<file path="src/rtl/sdram_pkg.sv">
// Shared types and constants for the SDRAM request queue and its FIFO.
package sdram_pkg;

  typedef enum logic [1:0] {
    D_IDLE  = 2'd0,
    D_ISSUE = 2'd1,
    D_WAIT  = 2'd2
  } disp_state_e;

  localparam logic [1:0] SDRAM_WINDOW     = 2'b10;
  localparam int         CTRL_LAT_DEFAULT = 5;
  localparam int         REQ_W            = 65;

  // Bus address layout as seen by the controller.
  typedef struct packed {
    logic [1:0]  window;
    logic [4:0]  rsvd;
    logic [8:0]  col;
    logic [1:0]  bank;
    logic [13:0] row;
  } sdram_addr_t;

  typedef struct packed {
    logic        write;
    logic [31:0] addr;
    logic [31:0] wdata;
  } req_t;

  function automatic logic in_window(input logic [31:0] addr);
    sdram_addr_t a;
    a = sdram_addr_t'(addr);
    return a.window == SDRAM_WINDOW;
  endfunction

endpackage

</file>
<file path="src/rtl/sdram_req_fifo.sv">
// In-order request FIFO; the head entry is visible combinationally for the dispatcher.
module sdram_req_fifo
  import sdram_pkg::*;
#(
  parameter int DEPTH = 4
) (
  input  logic             clk,
  input  logic             rst,
  input  logic             push,
  input  logic             pop,
  input  logic [REQ_W-1:0] din,
  output logic             full,
  output logic             empty,
  output logic [REQ_W-1:0] head
);

  localparam int AW = $clog2(DEPTH);

  logic [REQ_W-1:0] mem [DEPTH];
  logic [AW-1:0]    wr_ptr;
  logic [AW-1:0]    rd_ptr;
  logic [AW:0]      count;
  logic             do_push;
  logic             do_pop;

  // Full is taken from the registered count, so a same-cycle pop never frees a slot.
  assign full    = (count == (AW+1)'(DEPTH));
  assign empty   = (count == '0);
  assign do_push = push && !full;
  assign do_pop  = pop && !empty;
  assign head    = mem[rd_ptr];

  always_ff @(posedge clk) begin
    if (rst) begin
      wr_ptr <= '0;
      rd_ptr <= '0;
      count  <= '0;
    end else begin
      if (do_push) begin
        mem[wr_ptr] <= din;
        wr_ptr      <= wr_ptr + AW'(1);
      end
      if (do_pop)
        rd_ptr <= rd_ptr + AW'(1);
      case ({do_push, do_pop})
        2'b10:   count <= count + (AW+1)'(1);
        2'b01:   count <= count - (AW+1)'(1);
        default: count <= count;
      endcase
    end
  end

endmodule

</file>
<file path="src/rtl/sdram_req_queue.sv">
// Bus-side request queue: buffers single-beat requests and dispatches them one
// at a time to the SDRAM command controller, returning responses in order.
//
// state   | meaning
// D_IDLE  | waiting for a queued request; pops the head into the hold registers
// D_ISSUE | one-cycle controller strobe with held address/data
// D_WAIT  | controller busy; count until completion or timeout
module sdram_req_queue
  import sdram_pkg::*;
#(
  parameter int DEPTH    = 4,
  parameter int CTRL_LAT = CTRL_LAT_DEFAULT,
  parameter int TIMEOUT  = 15
) (
  input  logic        in_HCLK,
  input  logic        in_HRESET,
  input  logic        in_HSEL,
  input  logic        in_HWRITE,
  input  logic [31:0] in_HADDR,
  input  logic [31:0] in_HWDATA,
  output logic        out_HREADY,
  output logic [31:0] out_HRDATA,
  output logic        out_rvalid,
  output logic        out_wdone,
  output logic        out_err_addr,
  output logic        out_err_timeout,
  output logic        out_ctrl_HSEL,
  output logic        out_ctrl_HWRITE,
  output logic [31:0] out_ctrl_HADDR,
  output logic [31:0] out_ctrl_HWDATA,
  input  logic        in_ctrl_HREADY,
  input  logic [31:0] in_ctrl_HRDATA
);

  localparam int CW = $clog2(TIMEOUT + 1);

  disp_state_e  state;
  logic [CW-1:0] cnt;
  logic         fifo_full;
  logic         fifo_empty;
  logic         fifo_push;
  logic         fifo_pop;
  req_t         fifo_din;
  req_t         fifo_head;
  logic         addr_ok;

  assign addr_ok    = in_window(in_HADDR);
  assign out_HREADY = !fifo_full;
  assign fifo_push  = in_HSEL && addr_ok;
  assign fifo_pop   = (state == D_IDLE) && !fifo_empty;
  assign fifo_din   = '{write: in_HWRITE, addr: in_HADDR, wdata: in_HWDATA};

  sdram_req_fifo #(.DEPTH(DEPTH)) u_fifo (
    .clk   (in_HCLK),
    .rst   (in_HRESET),
    .push  (fifo_push),
    .pop   (fifo_pop),
    .din   (fifo_din),
    .full  (fifo_full),
    .empty (fifo_empty),
    .head  (fifo_head)
  );

  always_ff @(posedge in_HCLK) begin
    if (in_HRESET) begin
      state           <= D_IDLE;
      cnt             <= '0;
      out_HRDATA      <= '0;
      out_rvalid      <= 1'b0;
      out_wdone       <= 1'b0;
      out_err_addr    <= 1'b0;
      out_err_timeout <= 1'b0;
      out_ctrl_HSEL   <= 1'b0;
      out_ctrl_HWRITE <= 1'b0;
      out_ctrl_HADDR  <= '0;
      out_ctrl_HWDATA <= '0;
    end else begin
      out_rvalid   <= 1'b0;
      out_wdone    <= 1'b0;
      out_err_addr <= in_HSEL && !fifo_full && !addr_ok;
      case (state)
        D_IDLE: begin
          if (!fifo_empty) begin
            out_ctrl_HSEL   <= 1'b1;
            out_ctrl_HWRITE <= fifo_head.write;
            out_ctrl_HADDR  <= fifo_head.addr;
            out_ctrl_HWDATA <= fifo_head.wdata;
            state           <= D_ISSUE;
          end
        end
        D_ISSUE: begin
          out_ctrl_HSEL <= 1'b0;
          cnt           <= '0;
          state         <= D_WAIT;
        end
        D_WAIT: begin
          if (cnt >= CW'(CTRL_LAT - 1) && in_ctrl_HREADY) begin
            if (out_ctrl_HWRITE) begin
              out_wdone <= 1'b1;
            end else begin
              out_rvalid <= 1'b1;
              out_HRDATA <= in_ctrl_HRDATA;
            end
            state <= D_IDLE;
          end else if (cnt == CW'(TIMEOUT - 1)) begin
            // Request is dropped silently apart from the sticky error flag.
            out_err_timeout <= 1'b1;
            state           <= D_IDLE;
          end else begin
            cnt <= cnt + CW'(1);
          end
        end
        default: state <= D_IDLE;
      endcase
    end
  end

endmodule

</file>
<file path="config.mk">
export PLATFORM = sky130hd
export DESIGN_NAME = sdram_req_queue
export DESIGN_NICKNAME = d
export VERILOG_FILES = /design/src/rtl/sdram_pkg.sv /design/src/rtl/sdram_req_fifo.sv /design/src/rtl/sdram_req_queue.sv
export SDC_FILE = /design/constraint.sdc
export NUM_CORES = 1
export LEC_CHECK = 0
export ABC_AREA = 1
export BUFFER_PORTS_ARGS = -buffer_cell sky130_fd_sc_hd__buf_2
export CORE_AREA = 4 4 258 197
export DETAILED_ROUTE_END_ITERATION = 12
export DIE_AREA = 0 0 262 201
export SLEW_MARGIN = 30
export SYNTH_ARGS = -nofsm -noshare
export SYNTH_HDL_FRONTEND = slang
export SYNTH_SLANG_ARGS = --single-unit
</file>
<file path="constraint.sdc">
create_clock -name in_HCLK -period 4.7 [get_ports in_HCLK]
set_input_delay 0.235 -clock in_HCLK [delete_from_list [all_inputs] [get_ports in_HCLK]]
set_output_delay 0.235 -clock in_HCLK [all_outputs]
set_load 0.01 [all_outputs]
</file>
Yosys cells after proc, flatten, opt, wreduce, memory -nomap -nowiden:

Memory sizes are Yosys's and may differ from the RTL's. A register that Yosys moved wholly into a read port is not among the register bits.
Cells that the tools add are included.

* $add $sub $neg: 5
* magnitude comparators: 1
* equal/unequal tests: 11
* multiplexer cells: 15
* bitwise logic cells: 4
* reduce and logical (&&, ||, !) cells: 22

Operators by type and width (number)
* AND reduction 3 bit: 3
* two-way mux 4 bit: 2
* one-hot mux 4 bit (2 select lines): 1
* logical AND 1 bit: 7
* equality test 2 bit (second input constant): 3
* two-way mux 1 bit: 6
* two-way mux 2 bit: 3
* != test 2 bit (second input constant): 3
* one-hot mux 2 bit (3 select lines): 1
* one-hot mux 3 bit (2 select lines): 1
* AND reduction 2 bit: 3
* nonzero test 2 bit: 3
* adder 2 x 1 -> 2 bit (second input constant): 2
* adder 4 x 1 -> 4 bit (second input constant): 1
* equality test 2 x 1 -> 1 bit (second input constant): 2
* equality test 4 bit (second input constant): 1
* greater-or-equal comparator 4 x 3 -> 1 bit (second input constant): 1
* NOT 1 bit: 4
* adder 3 x 1 -> 3 bit (second input constant): 1
* equality test 3 bit (second input constant): 1
* logical NOT 1 bit: 3
* logical NOT 3 bit: 1
* != test 3 bit (second input constant): 1
* OR reduction 3 bit: 1
* other kinds (3): 3

* bits in registers: 50
* bits in writable memories: 260
* input bits: 101
* output and inout bits: 103
* logic and storage cells: 70
* memories: 1

Memory list
* u_fifo.mem: depth 4, bits a word 65, rd ports 1, clocked after Yosys merged registers in 1, wr ports 1, line sdram_req_fifo.sv:19 `logic [REQ_W-1:0] mem [DEPTH];`

Longest topological paths before layout:

Gate-level depths: netlist of the first run.

* word-level depth: 6
* depth in mapped cells: 13
* mapped depth without buffers: 11

Cells and area by module:

A second synthesis of the first run with hierarchy kept.

* cell total of the unflattened synthesis: 1198
* area total of the unflattened synthesis: 14327.5 µm²

Modules (own cells, without submodules)
* sdram_req_fifo: times used 1, cells each 704, area an instance 10457.5 µm², sequential area each 7987.7 µm²
* sdram_req_queue: times used 1, cells each 494, area an instance 3870.0 µm², sequential area each 2162.1 µm²

Worst setup path before layout of the first run:

Ideal clock, no wire load.

* kind: reg-to-reg
* from: register u_fifo.count[0]
* to: memory u_fifo.mem[0][0], enable pin
* library setup time: 0.488 ns
* arrival: 3.612 ns
* required time: 4.212 ns
* path slack: 0.599 ns
* stages on the path, launching flop included: 7
* buffers on the path: 0
* period minus slack after synthesis: 4.101 ns
* cell sequence: dfxtp_1 -> inv_1 -> nand3_1 -> nand3_1 -> inv_1 -> nand2_1 -> nor2_1

* cells in the longest elaborated chain, start to end: 6

Ends and longest elaborated chain
* start: declaration: line sdram_req_fifo.sv:22 `logic [AW:0] count;`
* start signal: assignment: line sdram_req_fifo.sv:46 `2'b10: count <= count + (AW+1)'(1);`
* start signal: assignment: line sdram_req_fifo.sv:47 `2'b01: count <= count - (AW+1)'(1);`
* start signal: assignment: line sdram_req_fifo.sv:48 `default: count <= count;`
* equality test 3 bit: line sdram_req_fifo.sv:27 `assign full = (count == (AW+1)'(DEPTH));`
* logical NOT 1 bit
* named net out_HREADY: line sdram_req_queue.sv:21 `output logic out_HREADY,`
* logical AND 1 bit: line sdram_req_fifo.sv:29 `assign do_push = push && !full;`
* two-way mux 1 bit: line sdram_req_fifo.sv:39 `if (do_push) begin`
* two-way mux 1 bit: line sdram_req_fifo.sv:34 `if (rst) begin`
* two-way mux 1 bit (implied by the code): line sdram_req_fifo.sv:40 `mem[wr_ptr] <= din;`
* end: declaration: line sdram_req_fifo.sv:19

The timed path passes the listed nets, and every way through them passes these cells.

Final worst setup path of the first run:

* from: input port in_HADDR[30]
* to: memory u_fifo.mem[0][12], enable pin

* cells in the longest elaborated chain, start to end: 6

Ends and longest elaborated chain
* start: declaration: line sdram_req_queue.sv:19 `input logic [31:0] in_HADDR,`
* equality test 2 bit: line sdram_pkg.sv:32 `return a.window == SDRAM_WINDOW;`
* logical AND 1 bit: line sdram_req_queue.sv:49 `assign fifo_push = in_HSEL && addr_ok;`
* logical AND 1 bit: line sdram_req_fifo.sv:29
* two-way mux 1 bit: line sdram_req_fifo.sv:39
* two-way mux 1 bit: line sdram_req_fifo.sv:34
* two-way mux 1 bit (implied by the code): line sdram_req_fifo.sv:40

No other way between the ends.

==> flow_summary_export.csv, run 1 <==
group,metric,value,unit
critical_path,cp-start-kind,"primary input",
timing,grt_setup_unrepaired,"no",
logic_synthesis,synthTopCellsByArea,"edfxtp_1 55%, dfxtp_1 16%, nor2_1 13%",
die,start_util,29.6,%
die,ioPinCount,204,
clock_network,cts-htree-levels,2,
layout,nets,1700,
die,die_h,201,um
flow_run,maxCapViolations,0,
logic_synthesis,synth_nets,1417,
timing,clock.fmax,0.397,GHz
power,ir_drop,262,uV
power,p_total,9.79,mW
critical_path,worst-path-buf-inv,6,
layout,stdcell_count,2272,
critical_path,crit_slowest_cell,"nor2_4",
critical_path,r2r-start,"u_fifo.count[0]",
global_routing,grt_max_degree,89,
critical_path,startpoint,"in_HADDR[30]",
clock_network,cts_made_buffers,40,
drt,drcViolationCount,0,
timing,min_period,2520,ps
logic_synthesis,synth_cell_types,26,
drt,routed_wl,37300,um
place,placed_area,15900,um^2
timing,hold_viol_final,0,
drt,vias_per_cell,4.37,
logic_synthesis,synth_seq_cells,375,
global_routing,track_usage,13.9,%
layout,most-common-layout-cells,"473 x nor2_1, 260 x edfxtp_1, 203 x buf_2",
global_routing,grt.overflow.total,0,
timing,slew_headroom,39.6,%
hold_path,hold_path_class,"in -> reg",
timing,tns,0,ps
critical_path,crit_chain,"dlygate4sd3_1 > buf_2 > inv_1 > nand2_1 > inv_1 > nand3_1 > inv_1 > nand2_1 > nor2_4 > buf_4",
die,rows,70,
global_routing,grt_pass1_wl,57500,um
critical_path,worstPathArrival,2720,ps
clock_network,clock-root-buffer,"clkbuf_16",
die,core_area,48300,um^2
place,dp_hpwl,21300,um
critical_path,slowest_delay,540,ps
critical_path,required,4900,ps
power,p_leak,7.00,nW
timing,worst_hold_slack,47.3,ps
logic_synthesis,postSynthAreaPerCell,10.9,um^2
logic_synthesis,ys_warn_count,0,
logic_synthesis,syn_area,14300,um^2
drt,vias,9921,
layout,drive_above_1_share,18.3,%
critical_path,crit_path_end_kind,"register",
place,numPortBuffers,203,
timing,fin_skew,20.6,ps
logic_synthesis,netlist.area_leader.share,54.6,%
clock_network,clock_path_buffers,3,
clock_network,clock-sinks,375,
layout,mostFrequentLayoutCell,"nor2_1",
logic_synthesis,yosysTopAreaCell,"edfxtp_1",
timing,report.final.slew_viol_count,0,
timing,finalSetupViolations,0,
place,gp_congestion,0.702,
critical_path,cp_max_fo,19,
outcome,outcome,"finished, final reports clean",
clock_network,cts_tree,"done",
die,die_width,262,um
hold_path,min_from,"in_ctrl_HREADY",
drt,drt_iter0_drc,683,
global_routing,antenna_found_initial,5,
timing,tightest_slew,905,ps
critical_path,crit_type,"in -> reg",
power,power.density,537,nW/um^2
drt,dr.pass1.iters,4,
logic_synthesis,synthCells,1308,
logic_synthesis,ys_seq_area_share,70.8,%
critical_path,cpMostUsedCell,"inv_1",
layout,syn2layout_area_growth,27.6,%
global_routing,grt_pass1_vias,9854,
clock_network,clk_latency,550,ps
critical_path,crit_family,"buffers and inverters",
die,dieArea,52700,um^2
drt,wl_per_cell,16.4,um
layout,design_area,18200,um^2
timing,final.period_utilization,53.6,%
place,place_inst,2098,
clock_network,clk_pin_slew,60,ps
drt,postRouteAntennaNets,0,
==> power breakdown <==
part	internal [mW]	switching (mW)
clock network	1.88	1.30
registers	3.81	0.220
logic	0.881	1.71
==> metal layers <==
metal | vias to the layer above | wire length (um) | share of wire (%) | GRT usage, %
met5 | - | 40 | 0.11 | 0
met4 | 6 | 553 | 1.5 | 3.09
met3 | 48 | 2080 | 5.6 | 3.18
met2 | 220 | 16800 | 45 | 22.0
met1 | 4681 | 17800 | 48 | 19.6
li1 | 4966 | - | - | -
==> area by class of cell <==
class / count / area [um^2]
Antenna cell: 2 / 5.00
Clock buffer: 56 / 1150
Clock inverter: 17 / 185
Fill cell: 4698 / 30000
Inverter: 27 / 106
Multi-Input combinational cell: 830 / 3650
Sequential cell: 375 / 10100
Tap cell: 648 / 811
Timing Repair Buffer: 317 / 2200
==> synthesized netlist by cell type <==
master	count
a21oi_1	9
buf_1	3
buf_2	26
buf_4	8
buf_6	14
clkbuf_1	20
clkbuf_2	5
dfxtp_1	115
edfxtp_1	260
fa_1	1
ha_1	7
inv_1	22
inv_2	4
inv_4	1
nand2_1	86
nand2_2	1
nand3_1	10
nand3_2	1
nand3b_1	1
nor2_1	477
nor2_4	1
nor3_1	1
o21a_2	1
o21ai_0	73
o21ai_1	129
o21bai_1	32
==> registers in the layout (all words and copies together) (netlist names) <==
register and cells:
u_fifo.mem 260, out_HRDATA 32, out_ctrl_HADDR 32, out_ctrl_HWDATA 32, cnt 4, u_fifo.count 3, state 2, u_fifo.rd_ptr 2
u_fifo.wr_ptr 2, out_ctrl_HSEL 1, out_ctrl_HWRITE 1, out_err_addr 1, out_err_timeout 1, out_rvalid 1, out_wdone 1
==> cells by family (layout without fill, tap and decap cells) <==
logic type | count (synthesis) | count (layout) | share of synthesized area [%]
AOI/OAI and AO/OA | 244 | 244 | 9.13
adders and majority gates | 8 | 8 | 0.753
buffers and inverters | 103 | 417 | 3.94
DFF | 375 | 375 | 70.8
other | 0 | 2 | 0
and+or+nand+nor | 578 | 578 | 15.4
==> what timing repair did <==
item                                   in CTS  in global routing
buffers inserted                            0                  0
gates resized for setup                     0                  0
endpoints found under the hold margin     293                  0
hold buffers                               98                  0
==> through the flow <==
stage          util (%)  setup WS (ps)
5_1_grt            37.8           1970
4_1_cts            37.7           1730
2_1_floorplan         -            599
3_5_place_dp       32.9           1760
3_3_place_gp       32.7           1720
6_report           37.8           2180
==> tightest hold or removal path: stages <==
cell and delay [ps]:
buf_2 110, nand3_1 130, nor3_1 60
==> final timing paths <==
check / end / slack [ps] / depth (start not counted)
min: out_wdone / 50 / 3
min reg2reg: out_err_timeout / 450 / 2
max: u_fifo.mem[0][12] / 2180 / 10
max reg2reg: u_fifo.mem[0][12] / 2180 / 7
Power figures use the tool's default switching activity.
==> run 2, diff against run 1 <==
clock period = 2.18 ns   (was 4.7 ns; I/O delays follow)
==> run 2 against run 1 <==
Via count is 1.3% higher. Clock skew is 8.0 ps lower. Critical path depth is 1 higher. Worst hold slack better by 31 ps. Sequential share of layout area is 0.19 points lower. Core utilization is 0.14 points higher. Design area is 0.36% higher. Setup slack worse by 2000 ps. Clock-buffer cell count is 1 lower. Combinational power is 120% higher. Critical path type is now reg -> reg.
==> flow_summary_export.csv, run 2 (synthesis gave the netlist of run 1 again) <==
group,metric,value,unit
critical_path,slowest_delay,450,ps
clock_network,cts_made_buffers,40,
layout,syn2layout_area_growth,28.1,%
power,p_leak,7.03,nW
outcome,outcome,"finished, final reports clean",
drt,drt_iter0_drc,540,
clock_network,cts-htree-levels,2,
clock_network,cts_tree,"done",
place,numPortBuffers,203,
drt,vias_per_cell,4.41,
power,power.share.switching,33.3,%
hold_path,hold_path_class,"in -> reg",
die,core_area,48300,um^2
power,comb_power_share,27.1,%
layout,most-common-layout-cells,"473 x nor2_1, 260 x edfxtp_1, 203 x buf_2",
layout,mostFrequentLayoutCell,"nor2_1",
global_routing,grt_pass1_vias,9869,
drt,vias,10100,
clock_network,cts_setup_buffers,0,
place,gp_congestion,0.764,
power,ir_drop,847,uV
drt,wl_per_cell,16.3,um
timing,tightest_slew,953,ps
timing,min_period,1980,ps
critical_path,crit_chain,"inv_1 > nand3_1 > nand2_4 > clkinv_2 > ha_1 > fa_1 > nor2_1 > nor2_1 > nand2_1 > o21ai_0 > a21oi_1",
power,seqPwrFrac,41.1,%
layout,drive_above_1_share,18.9,%
critical_path,required,2670,ps
power,power.density,1140,nW/um^2
critical_path,crit_type,"reg -> reg",
drt,postRouteAntennaNets,0,
die,dieArea,52700,um^2
die,rows,70,
drt,drcViolationCount,0,
flow_run,maxCapViolations,0,
power,internal_power,13.9,mW
clock_network,clock_path_buffers,3,
timing,clock.fmax,0.505,GHz
drt,dr.pass1.iters,5,
timing,fin_skew,12.6,ps
timing,tns,0,ps
die,die_width,262,um
place,dp_hpwl,20800,um
critical_path,crit_path_end_kind,"register",
clock_network,cts_resized,0,
critical_path,crit_family,"adder cells",
power,p_switching,6.93,mW
global_routing,track_usage,13.9,%
timing,worst_hold_slack,78.2,ps
layout,largest_reg_flops,260,
global_routing,grt.overflow.total,0,
layout,fillCellCount,4699,
global_routing,antenna_found_initial,9,
layout,largest_register,"u_fifo.mem",
layout,nets,1707,
global_routing,grt_max_degree,132,
timing,slew_headroom,36.5,%
timing,hold_viol_final,0,
timing,final.period_utilization,90.9,%
die,die_h,201,um
timing,finalSetupViolations,0,
power,p_total,20.8,mW
critical_path,worst-path-buf-inv,2,
clock_network,clk_pin_slew,60,ps
critical_path,cp-start-kind,"register",
drt,routed_wl,37100,um
critical_path,cp_max_fo,3,
global_routing,grt_pass1_wl,57300,um
timing,grt_setup_unrepaired,"no",
clock_network,clock-sinks,375,
clock_network,clock-root-buffer,"clkbuf_16",
clock_network,clk_latency,560,ps
critical_path,crit_slowest_cell,"fa_1",
timing,report.final.slew_viol_count,0,
critical_path,worstPathArrival,2470,ps
die,ioPinCount,204,
critical_path,cpMostUsedCell,"nor2_1",
die,start_util,29.6,%
layout,final_util,37.9,%
power,p_clk_share,31.8,%
## run 2: changes by cell type in the layout (fill, tap and decap cells not counted), moves of 3 or more
cell,change
buf_6,-4
clkinv_2,+3
buf_12,+9
buf_16,-3
clkbuf_8,-4
buf_4,+4
inv_1,-3
## run 2: timing repair
| item | 4_1_cts | 5_1_grt |
|---|---|---|
| endpoints found under the hold margin | 299 | 0 |
| setup endpoints to repair | 0 | 0 |
| hold buffers | 99 | 0 |
## run 2: final timing paths
kind              startpoint  depth (start not counted)              end  slack [ps]
min                in_HRESET                          3       out_rvalid          80
max          u_fifo.count[2]                         11  u_fifo.count[2]         200
min reg2reg  out_err_timeout                          2  out_err_timeout         450
max reg2reg  u_fifo.count[2]                         11  u_fifo.count[2]         200
## run 2: power groups by stage
stage	registers [mW]	clock network, mW	logic, mW
floorplan	8.81	0	3.71
global placement	8.70	0	5.51
detailed placement	8.70	0	5.60
CTS	8.56	6.85	5.77
global route	8.61	7.15	6.41
finish	8.55	6.62	5.64
## run 2: layer usage
| layer | GRT usage, % | wire length (um) | share of wire [%] |
|---|---|---|---|
| met1 | 18.8 | 17100 | 46 |
| met2 | 22.3 | 16900 | 45 |
| met3 | 3.25 | 2240 | 6.0 |
| met4 | 3.85 | 799 | 2.2 |
| met5 | 0 | 64 | 0.17 |
## run 2: layout make-up
type / count / area, um^2 / share of cell area, %
Timing Repair Buffer: 324 / 2300 / 12.6
Sequential cell: 375 / 10100 / 55.3
Multi-Input combinational cell: 830 / 3680 / 20.1
Antenna cell: 1 / 2.50 / 0.0137
Inverter: 27 / 108 / 0.588
Tap cell: 648 / 811 / 4.43
Clock inverter: 19 / 155 / 0.848
Clock buffer: 55 / 1130 / 6.17
## run 2: stage by stage
step / cell area, um^2 / setup slack, ps / cells
2_1_floorplan: 14300 / 1.14 / 1308
3_3_place_gp: 16000 / 242 / 2105
3_5_place_dp: 16000 / 267 / 2105
4_1_cts: 18300 / 246 / 2278
5_1_grt: 18300 / 92.1 / 2279
6_report: 18300 / 199 / 2279
## run 2: worst register-to-register path: cells and delay by family, from the launching register on
kind | cells | cell delay [ps]
AOI/OAI and AO/OA | 2 | 280
adders and majority gates | 2 | 690
buffers and inverters | 2 | 160
DFF | 1 | 340
and+or+nand+nor | 5 | 450
